===== config.mk =====
export PLATFORM = sky130hd
export DESIGN_NAME = psum_collector
export DESIGN_NICKNAME = d
export VERILOG_FILES = /design/src/rtl/psum_collector.sv
export SDC_FILE = /design/constraint.sdc
export NUM_CORES = 1
export LEC_CHECK = 0
export ABC_AREA = 1
export CAP_MARGIN = 10
export CORE_UTILIZATION = 43
export DETAILED_ROUTE_END_ITERATION = 10
export MAX_ROUTING_LAYER = met4
export PLACE_DENSITY_LB_ADDON = 0.12
export SYNTH_ARGS = -nofsm -noshare
export SYNTH_HDL_FRONTEND = slang
export SYNTH_SLANG_ARGS = --single-unit

===== constraint.sdc =====
create_clock -name CLK -period 4.3 [get_ports CLK]
set_clock_uncertainty 0.05 [all_clocks]
set_input_delay 1.29 -clock CLK [delete_from_list [all_inputs] [get_ports CLK]]
set_output_delay 1.29 -clock CLK [all_outputs]
set_load 0.1 [all_outputs]

===== src/rtl/psum_collector.sv =====
// Deskews the skewed bottom-row psums of the systolic array into aligned rows
// and buffers them in a FIFO that drains through a valid/ready stream.
module psum_collector #(
  parameter int WIDTH = 8,
  parameter int COLS  = 4,
  parameter int DEPTH = 4
) (
  input  logic                        CLK,
  input  logic                        RST,
  input  logic                        Clear,
  input  logic                        Row_Valid,
  input  logic [COLS*2*WIDTH-1:0]     PsumIn,
  output logic                        Out_Valid,
  input  logic                        Out_Ready,
  output logic [COLS*2*WIDTH-1:0]     Out_Data,
  output logic                        Full,
  output logic [$clog2(DEPTH):0]      Count,
  output logic                        Overflow
);

  localparam int PW = 2 * WIDTH;
  localparam int DW = COLS * PW;
  localparam int AW = $clog2(DEPTH);
  localparam int CW = AW + 1;

  logic [DW-1:0]   w_aligned;
  logic [COLS-2:0] r_vpipe;
  logic            w_push;
  logic            w_pop;
  logic            w_full;
  logic            w_push_ok;
  logic            w_drop;

  logic [DW-1:0]   r_mem [DEPTH];
  logic [AW-1:0]   r_wr_ptr;
  logic [AW-1:0]   r_rd_ptr;
  logic [CW-1:0]   r_count;
  logic            r_overflow;

  // Column c waits COLS-1-c cycles so every column lines up with the last one.
  for (genvar c = 0; c < COLS - 1; c++) begin : g_dly
    localparam int N = COLS - 1 - c;
    logic [PW-1:0] r_sh [N];

    // NOTE: sequential state uses non-blocking (<=) so every register samples
    // pre-edge values; blocking here would collapse the shift chain.
    always_ff @(posedge CLK or negedge RST) begin
      if (!RST) begin
        for (int k = 0; k < N; k++) r_sh[k] <= '0;
      end else if (Clear) begin
        for (int k = 0; k < N; k++) r_sh[k] <= '0;
      end else begin
        r_sh[0] <= PsumIn[c*PW +: PW];
        for (int k = 1; k < N; k++) r_sh[k] <= r_sh[k-1];
      end
    end

    assign w_aligned[c*PW +: PW] = r_sh[N-1];
  end

  assign w_aligned[(COLS-1)*PW +: PW] = PsumIn[(COLS-1)*PW +: PW];

  always_ff @(posedge CLK or negedge RST) begin
    if (!RST)       r_vpipe <= '0;
    else if (Clear) r_vpipe <= '0;
    else            r_vpipe <= (r_vpipe << 1) | (COLS-1)'(Row_Valid);
  end

  assign w_push = r_vpipe[COLS-2];

  // NOTE: every always_comb output gets a default first so no path can leave
  // it unassigned and infer a latch.
  always_comb begin
    w_full    = 1'b0;
    w_pop     = 1'b0;
    w_push_ok = 1'b0;
    w_drop    = 1'b0;
    w_full    = (r_count == CW'(DEPTH));
    w_pop     = (r_count != '0) && Out_Ready;
    // A full FIFO still takes the row when the head leaves on the same edge.
    w_push_ok = w_push && (!w_full || w_pop);
    w_drop    = w_push && w_full && !w_pop;
  end

  always_ff @(posedge CLK or negedge RST) begin
    if (!RST) begin
      r_wr_ptr   <= '0;
      r_rd_ptr   <= '0;
      r_count    <= '0;
      r_overflow <= 1'b0;
    end else if (Clear) begin
      r_wr_ptr   <= '0;
      r_rd_ptr   <= '0;
      r_count    <= '0;
      r_overflow <= 1'b0;
    end else begin
      if (w_push_ok) r_wr_ptr <= r_wr_ptr + AW'(1);
      if (w_pop)     r_rd_ptr <= r_rd_ptr + AW'(1);
      case ({w_push_ok, w_pop})
        2'b10:   r_count <= r_count + CW'(1);
        2'b01:   r_count <= r_count - CW'(1);
        default: r_count <= r_count;
      endcase
      if (w_drop) r_overflow <= 1'b1;
    end
  end

  // NOTE: the row storage has no reset; pointers and count define which
  // entries are live, and the output is gated to zero while empty.
  always_ff @(posedge CLK) begin
    if (w_push_ok && !Clear) r_mem[r_wr_ptr] <= w_aligned;
  end

  assign Out_Valid = (r_count != '0);
  assign Out_Data  = Out_Valid ? r_mem[r_rd_ptr] : '0;
  assign Full      = w_full;
  assign Count     = r_count;
  assign Overflow  = r_overflow;

endmodule


==> out/qor.csv, run 1 <==
stage,metric,value,unit
timing,RSZ-0062 raised after global routing,false,
power_and_ir_drop,Comb power frac,43.8,%
timing,Hold Fails Final Rpt,0,
power_and_ir_drop,share of total power in sequential cells,30.7,%
setup_path,crit path DAT,2.46,ns
power_and_ir_drop,clock power share,25.5,%
setup_path,Crit-path slowest cell,dfrtp_4,
synth,yosys warns,0,
synth,Mapped Cells,1131,
setup_path,CP max FO,44,
setup_path,Crit path top cell by count,buf_12,
timing,Worst Hold Slack,0.399,ns
setup_path,Crit Path Class,register to output port,
drt,DR vias/cell,4.81,
power_and_ir_drop,worst vdd ir,599,uV
timing,minimum clock period,3.80,ns
run,Max-Cap Viols,0,
cells_and_area,synthesis-to-finish area growth,27.2,%
setup_path,crit-path cells,clkinv_2 > buf_12 > o21ai_0 > a21oi_1 > buf_12,
cells_and_area,layout net count,1344,
drt,drt initial violations,474,
place,Buffers on Ports,138,
synth,Post-synth EDFFs,256,
clock_network,hold buffer count at cts,0,
worst_hold_path,Worst Hold Class,register to register,
global_route,first-pass GRT wire length,43.5,mm
timing,fin crit share,88.3,%
drt,drt total wl,27.5,mm
cells_and_area,share of cells above drive strength 1,12.0,%
power_and_ir_drop,P_int,0.00741,W
synth,share of the synthesized area in the top cell type,56.3,%
timing,Slew @ Worst Pin,0.976,ns
synth,synth unique cells,21,
place,Inst Count DP,1627,
synth,Yosys top cell by area,edfxtp_1,
synth,fraction of registers with async set/reset,29.5,%
clock_network,Post-CTS Setup Repair Bufs,0,
synth,most frequent cell after synthesis,nor2_1,
setup_path,startpoint type of the worst setup path,register,
floorplanning,Die Span Y,180,um
place,pre-CTS WS,0.783,ns
clock_network,Root Driver,clkbuf_16,
clock_network,TritonCTS Buffers,37,
timing,final setup fails,0,
timing,Max Slew Vio Count,0,
clock_network,clock latency at the later pin of the worst-skew pair,0.51,ns
floorplanning,die area,32500,um^2
timing,worst setup margin,0.501,ns
clock_network,Sink Count,363,
floorplanning,initial core utilization,44.2,%
global_route,total grt overflow,0,
cells_and_area,Diodes inserted,0,
drt,via count,8149,
synth,Mean Syn Cell Area,12.1,um^2
outcome,status,completed,
setup_path,CP endpoint kind,output port,
drt,Wirelength per Cell,16.2,um
drt,Post-DRT Antenna Nets,0,
timing,max frequency,263,MHz
floorplanning,row count,64,
drt,DRC errors left,0,
global_route,largest net degree at the start of global routing,130,
floorplanning,Placeable Area,30900,um^2
cells_and_area,Final Non-Filler Cells,1693,
clock_network,clock transition at the registers of the reported paths,0.06,ns
synth,Post-Synthesis Cell Area,13700,um^2
global_route,vias in the first global route,7912,
synth,"Top FF cell, synth",edfxtp_1,
setup_path,CP max stage delay,0.49,ns
cells_and_area,fin util,56.2,%
global_route,antenna violations before repair,0,
floorplanning,Die Width,180,um
clock_network,clock tree from TritonCTS,yes,
global_route,gr usage total,17.7,%
clock_network,Max clock buf depth,3,
setup_path,CP Data Required Time,2.96,ns
place,DP HPWL,15.7,mm
clock_network,number of gates resized after CTS,0,
drt,drt pass-1 iters,4,
power_and_ir_drop,Leak,6.86,nW
clock_network,CTS H-tree depth,2,
power_and_ir_drop,sw frac,41.1,%
synth,"Seq/Total Area, Yosys",75.9,%
synth,syn_nets,1205,
synth,Area contributors post-synth,"edfxtp_1 56%, dfrtp_1 20%, nor2_1 10%, o21ai_0 4.7%, inv_1 3.1%",
power_and_ir_drop,power per cell area,724,nW/um^2
power_and_ir_drop,Switch Pwr,0.00517,W
synth,Yosys reg bits,363,
synth,list of most frequent post-synthesis cells,"363 x nor2_1, 256 x edfxtp_1, 129 x o21ai_0",
floorplanning,I/O pins,139,
place,GPL Wtd Cong,0.742,
timing,Slew headroom,34.7,%
==> cells in the final DEF (no fill, tap or decap) <==
cell type	instances
xnor2_1	1
dfrtp_2	1
buf_12	70
edfxtp_1	256
nor2_1	359
nand3_1	6
o21a_1	1
clkinv_2	7
a21oi_1	67
clkinvlp_4	1
clkbuf_16	40
fa_1	1
ha_1	4
inv_2	2
inv_6	3
clkbuf_8	4
clkbuf_1	7
bufinv_16	3
clkinv_1	3
dfrtp_4	1
dfrtp_1	105
nand4_1	2
nor2_4	4
nand2_1	15
buf_4	19
clkdlybuf4s50_1	70
o21ai_1	3
inv_1	113
o21ai_0	129
==> through the flow <==
| stage | total power [W] | instance area, um^2 | TNS [ns] |
|---|---|---|---|
| 5_1_grt | 0.0130 | 17400 | 0 |
| 6_report | 0.0126 | 17400 | 0 |
| 4_1_cts | 0.0127 | 17400 | 0 |
| 2_1_floorplan | 0.00743 | 13700 | -49.89 |
| 3_5_place_dp | 0.00949 | 16100 | 0 |
| 3_3_place_gp | 0.00948 | 16100 | 0 |
==> layer usage <==
metal	vias up	wire length [um]	global-route usage [%]
met5	-	0	-
met4	0	508	4.92
met3	45	934	2.53
met2	175	13600	28.9
met1	3918	12400	23.3
li1	4011	-	-
==> critical path, delay by kind of cell, from the launching register on <==
kind                   cells  cell delay [ns]
flip-flops                 1             0.49
buffers and inverters      3             0.94
AO/OA/AOI/OAI              2             0.51
==> worst paths after layout <==
path | start | to | slack, ns | depth (start not counted)
max | r_rd_ptr[0] | Out_Data[43] | 0.50 | 5
min reg2reg | g_dly[0].r_sh[32] | g_dly[0].r_sh[16] | 0.40 | 2
min | g_dly[0].r_sh[32] | g_dly[0].r_sh[16] | 0.40 | 2
max in group asynchronous | RST | r_rd_ptr[1] | 2.70 | 2
max reg2reg | Count[0] | r_mem[1][25] | 1.99 | 9
min in group asynchronous | RST | g_dly[0].r_sh[45] | 0.70 | 1
==> registers in the layout, indices dropped and copies added (netlist names) <==
signal      cells
r_rd_ptr        2
r_mem         256
r_vpipe         3
Overflow        1
r_wr_ptr        2
g_dly.r_sh     96
Count           3
==> power groups by stage <==
stage	logic, W	registers (W)	clock network [W]
finish	0.00552	0.00386	0.00320
global route	0.00572	0.00387	0.00341
CTS	0.00557	0.00386	0.00328
detailed placement	0.00556	0.00393	0
global placement	0.00555	0.00393	0
floorplan	0.00343	0.00400	0
==> cells by family after synthesis <==
group	after synthesis	synth area share, %
buf+inv	176	5.47
flops	363	75.9
compound gates	200	7.35
simple gates	386	10.7
xor+xnor	1	0.0641
fa+ha+maj	5	0.513
==> cell type report <==
class | instances | area, um^2
clock inverter | 15 | 161
inverter | 117 | 440
sequential | 363 | 10400
clock buffer | 51 | 1080
tap | 396 | 495
multi-input combinational | 592 | 2570
timing repair buffer | 159 | 2240
fill | 2528 | 13500
Note: power is estimated with default switching activity, not from simulation.
==> run 2: changes to the inputs <==
--- a/config.mk
+++ b/config.mk
@@ -7,7 +7,10 @@
 export LEC_CHECK = 0
 export ABC_AREA = 1
 export CAP_MARGIN = 10
-export CORE_UTILIZATION = 43
+export CELL_PAD_IN_SITES_DETAIL_PLACEMENT = 2
+export CELL_PAD_IN_SITES_GLOBAL_PLACEMENT = 2
+export CORE_UTILIZATION = 35
+export CTS_CLUSTER_SIZE = 25
 export DETAILED_ROUTE_END_ITERATION = 10
 export MAX_ROUTING_LAYER = met4
 export PLACE_DENSITY_LB_ADDON = 0.12
==> out/qor.csv, run 2 (synthesis gave the netlist of run 1 again) <==
stage,metric,value,unit,change
outcome,status,completed,,
timing,RSZ-0062 raised after global routing,false,,
clock_network,CTS H-tree depth,2,,unchanged
drt,Post-DRT Antenna Nets,0,,unchanged
cells_and_area,most frequent cells in the layout,"359 x nor2_1, 256 x edfxtp_1, 129 x o21ai_0, 113 x inv_1, 105 x dfrtp_1",,
global_route,total grt overflow,0,,unchanged
timing,minimum clock period,4.01,ns,+0.209 ns
clock_network,Root Driver,clkbuf_16,,
place,DP HPWL,20.8,mm,+33%
setup_path,"CP delay by family, top",flip-flops,,
clock_network,Max clock buf depth,3,,unchanged
cells_and_area,biggest registers after layout,"r_mem: 256 flops, g_dly.r_sh: 96 flops",,
power_and_ir_drop,worst vdd ir,615,uV,+2.5%
cells_and_area,Top reg by flops,r_mem,,
global_route,antenna violations before repair,1,,+1
setup_path,crit-path cells,buf_4 > nor2_1 > nor2_1 > o21ai_0 > a21oi_1 > buf_12,,
drt,drt pass-1 iters,4,,unchanged
timing,Hold Fails Final Rpt,0,,unchanged
clock_network,hold buffer count at cts,0,,unchanged
timing,fin crit share,93.2,%,+4.9 points
clock_network,number of gates resized after CTS,0,,unchanged
timing,Worst Hold Slack,0.406,ns,+0.00652 ns
cells_and_area,design area,17600,um^2,+1.2%
clock_network,clock transition at the registers of the reported paths,0.06,ns,about the same
run,Max-Cap Viols,0,,unchanged
power_and_ir_drop,power per cell area,729,nW/um^2,+0.61%
setup_path,R2R setup slack,1.94,ns,-0.05 ns
worst_hold_path,hold depth,2,,unchanged
worst_hold_path,Worst Hold Class,register to register,,
cells_and_area,"commonest non-fill, non-tap cell in the layout",nor2_1,,
place,Inst Count DP,1742,,+7.1%
place,GPL Wtd Cong,0.755,,+1.8%
clock_network,clock latency at the later pin of the worst-skew pair,0.51,ns,about the same
cells_and_area,share of cells above drive strength 1,12.1,%,+0.18 points
floorplanning,die area,39800,um^2,+23%
floorplanning,Die Width,200,um,+11%
worst_hold_path,Hold EP,g_dly[0].r_sh[9],,
setup_path,Crit-path slowest cell,dfrtp_4,,
setup_path,reg-to-reg endpoint,r_mem[0][59],,
setup_path,CP max FO,44,,unchanged
clock_network,clock tree from TritonCTS,yes,,
setup_path,CP max stage delay,0.79,ns,+0.30 ns
setup_path,Worst setup startpoint,r_rd_ptr[0],,
global_route,vias in the first global route,9665,,+22%
timing,setup TNS,0,ns,unchanged
floorplanning,Die Span Y,200,um,+11%
global_route,largest net degree at the start of global routing,98,,-25%
cells_and_area,synthesis-to-finish area growth,28.8,%,
timing,Slew @ Worst Pin,0.971,ns,-0.00462 ns
drt,via count,8662,,+6.3%
setup_path,CP Data Required Time,2.96,ns,about the same
worst_hold_path,min-delay src,g_dly[0].r_sh[25],,
cells_and_area,Final Non-Filler Cells,1815,,+7.2%
place,Placed Instance Area,16300,um^2,+1.1%
power_and_ir_drop,Leak,6.86,nW,+0.11%
place,Buffers on Ports,138,,unchanged
drt,DRC errors left,0,,unchanged
clock_network,Post-CTS Setup Repair Bufs,0,,unchanged
floorplanning,row count,71,,+11%
timing,max frequency,250,MHz,-5.2%
setup_path,Crit Path Class,register to output port,,
timing,Max Slew Vio Count,0,,unchanged
global_route,first-pass GRT wire length,55.7,mm,+28%
floorplanning,Placeable Area,38000,um^2,+23%
drt,drt total wl,35.4,mm,+29%
clock_network,Sink Count,363,,unchanged
setup_path,reg2reg start,Count[0],,
global_route,gr usage total,19.2,%,+1.4 points
place,pre-CTS WS,0.765,ns,-0.0175 ns
clock_network,TritonCTS Buffers,40,,+8.1%
floorplanning,I/O pins,139,,unchanged
floorplanning,initial core utilization,35.9,%,-8.3 points
cells_and_area,max reg flops,256,,unchanged
cells_and_area,layout net count,1347,,+0.22%
drt,Wirelength per Cell,19.5,um,+20%
setup_path,crit path DAT,2.67,ns,+0.21 ns
setup_path,Crit path top cell by count,nor2_1,,
setup_path,FF-to-FF path depth,9,,unchanged
setup_path,startpoint type of the worst setup path,register,,
drt,drt initial violations,296,,-38%
timing,final setup fails,0,,unchanged
setup_path,WP buf/inv,2,,-1
drt,DR vias/cell,4.77,,-0.85%
timing,worst setup margin,0.292,ns,-0.209 ns
timing,Slew headroom,35.0,%,+0.31 points
setup_path,CP endpoint kind,output port,,
[run 2: cell types whose count changed in the layout (fill, tap and decap cells not counted), sizes merged]
cell      delta
bufinv       -1
diode        +1
clkinvlp     +3
clkbuf       +7
clkinv       -2
inv          -1
[run 2: area by class of cell]
cell class              instances  area [um^2]
diodes                          1         2.50
clock buffers                  58         1150
clock inverters                14          135
fillers                      3765        20400
inverters                     117          442
multi-input cells             592         2570
flip-flops and latches        363        10400
well taps                     511          639
repair buffers                159         2270
[run 2: per-stage QoR]
stage          total power, W  util [%]
6_report               0.0128      46.2
3_3_place_gp          0.00955      42.9
5_1_grt                0.0133      46.2
3_5_place_dp          0.00960      42.9
4_1_cts                0.0130      46.2
2_1_floorplan         0.00743         -
[run 2: power breakdown]
part	internal, W	switching, W
combinational	0.00165	0.00390
sequential	0.00381	0.000105
clock	0.00198	0.00136
[run 2: layer usage]
metal  wire length, um  vias up  global-route usage (%)
li1                  -     4016                       -
met4               721        0                    5.26
met5                 0        -                       -
met3              1060       48                    2.53
met2             18300      126                    33.0
met1             15300     4472                    23.6
[run 2: worst min-delay path, stage by stage, from the launching register on]
cell	delay [ns]
dfrtp_1	0.32
inv_1	0.04
nor2_1	0.07
[run 2: worst max path at each step]
stage | cells after the start | to | slack (ns)
after floorplan | 5 | Out_Data[0] | -0.79
after global placement | 8 | r_mem[0][36] | 0.76
after detailed placement | 8 | r_mem[0][36] | 0.77
after CTS | 6 | Out_Data[24] | 0.23
after global routing | 6 | Out_Data[19] | 0.13
final | 6 | Out_Data[24] | 0.29
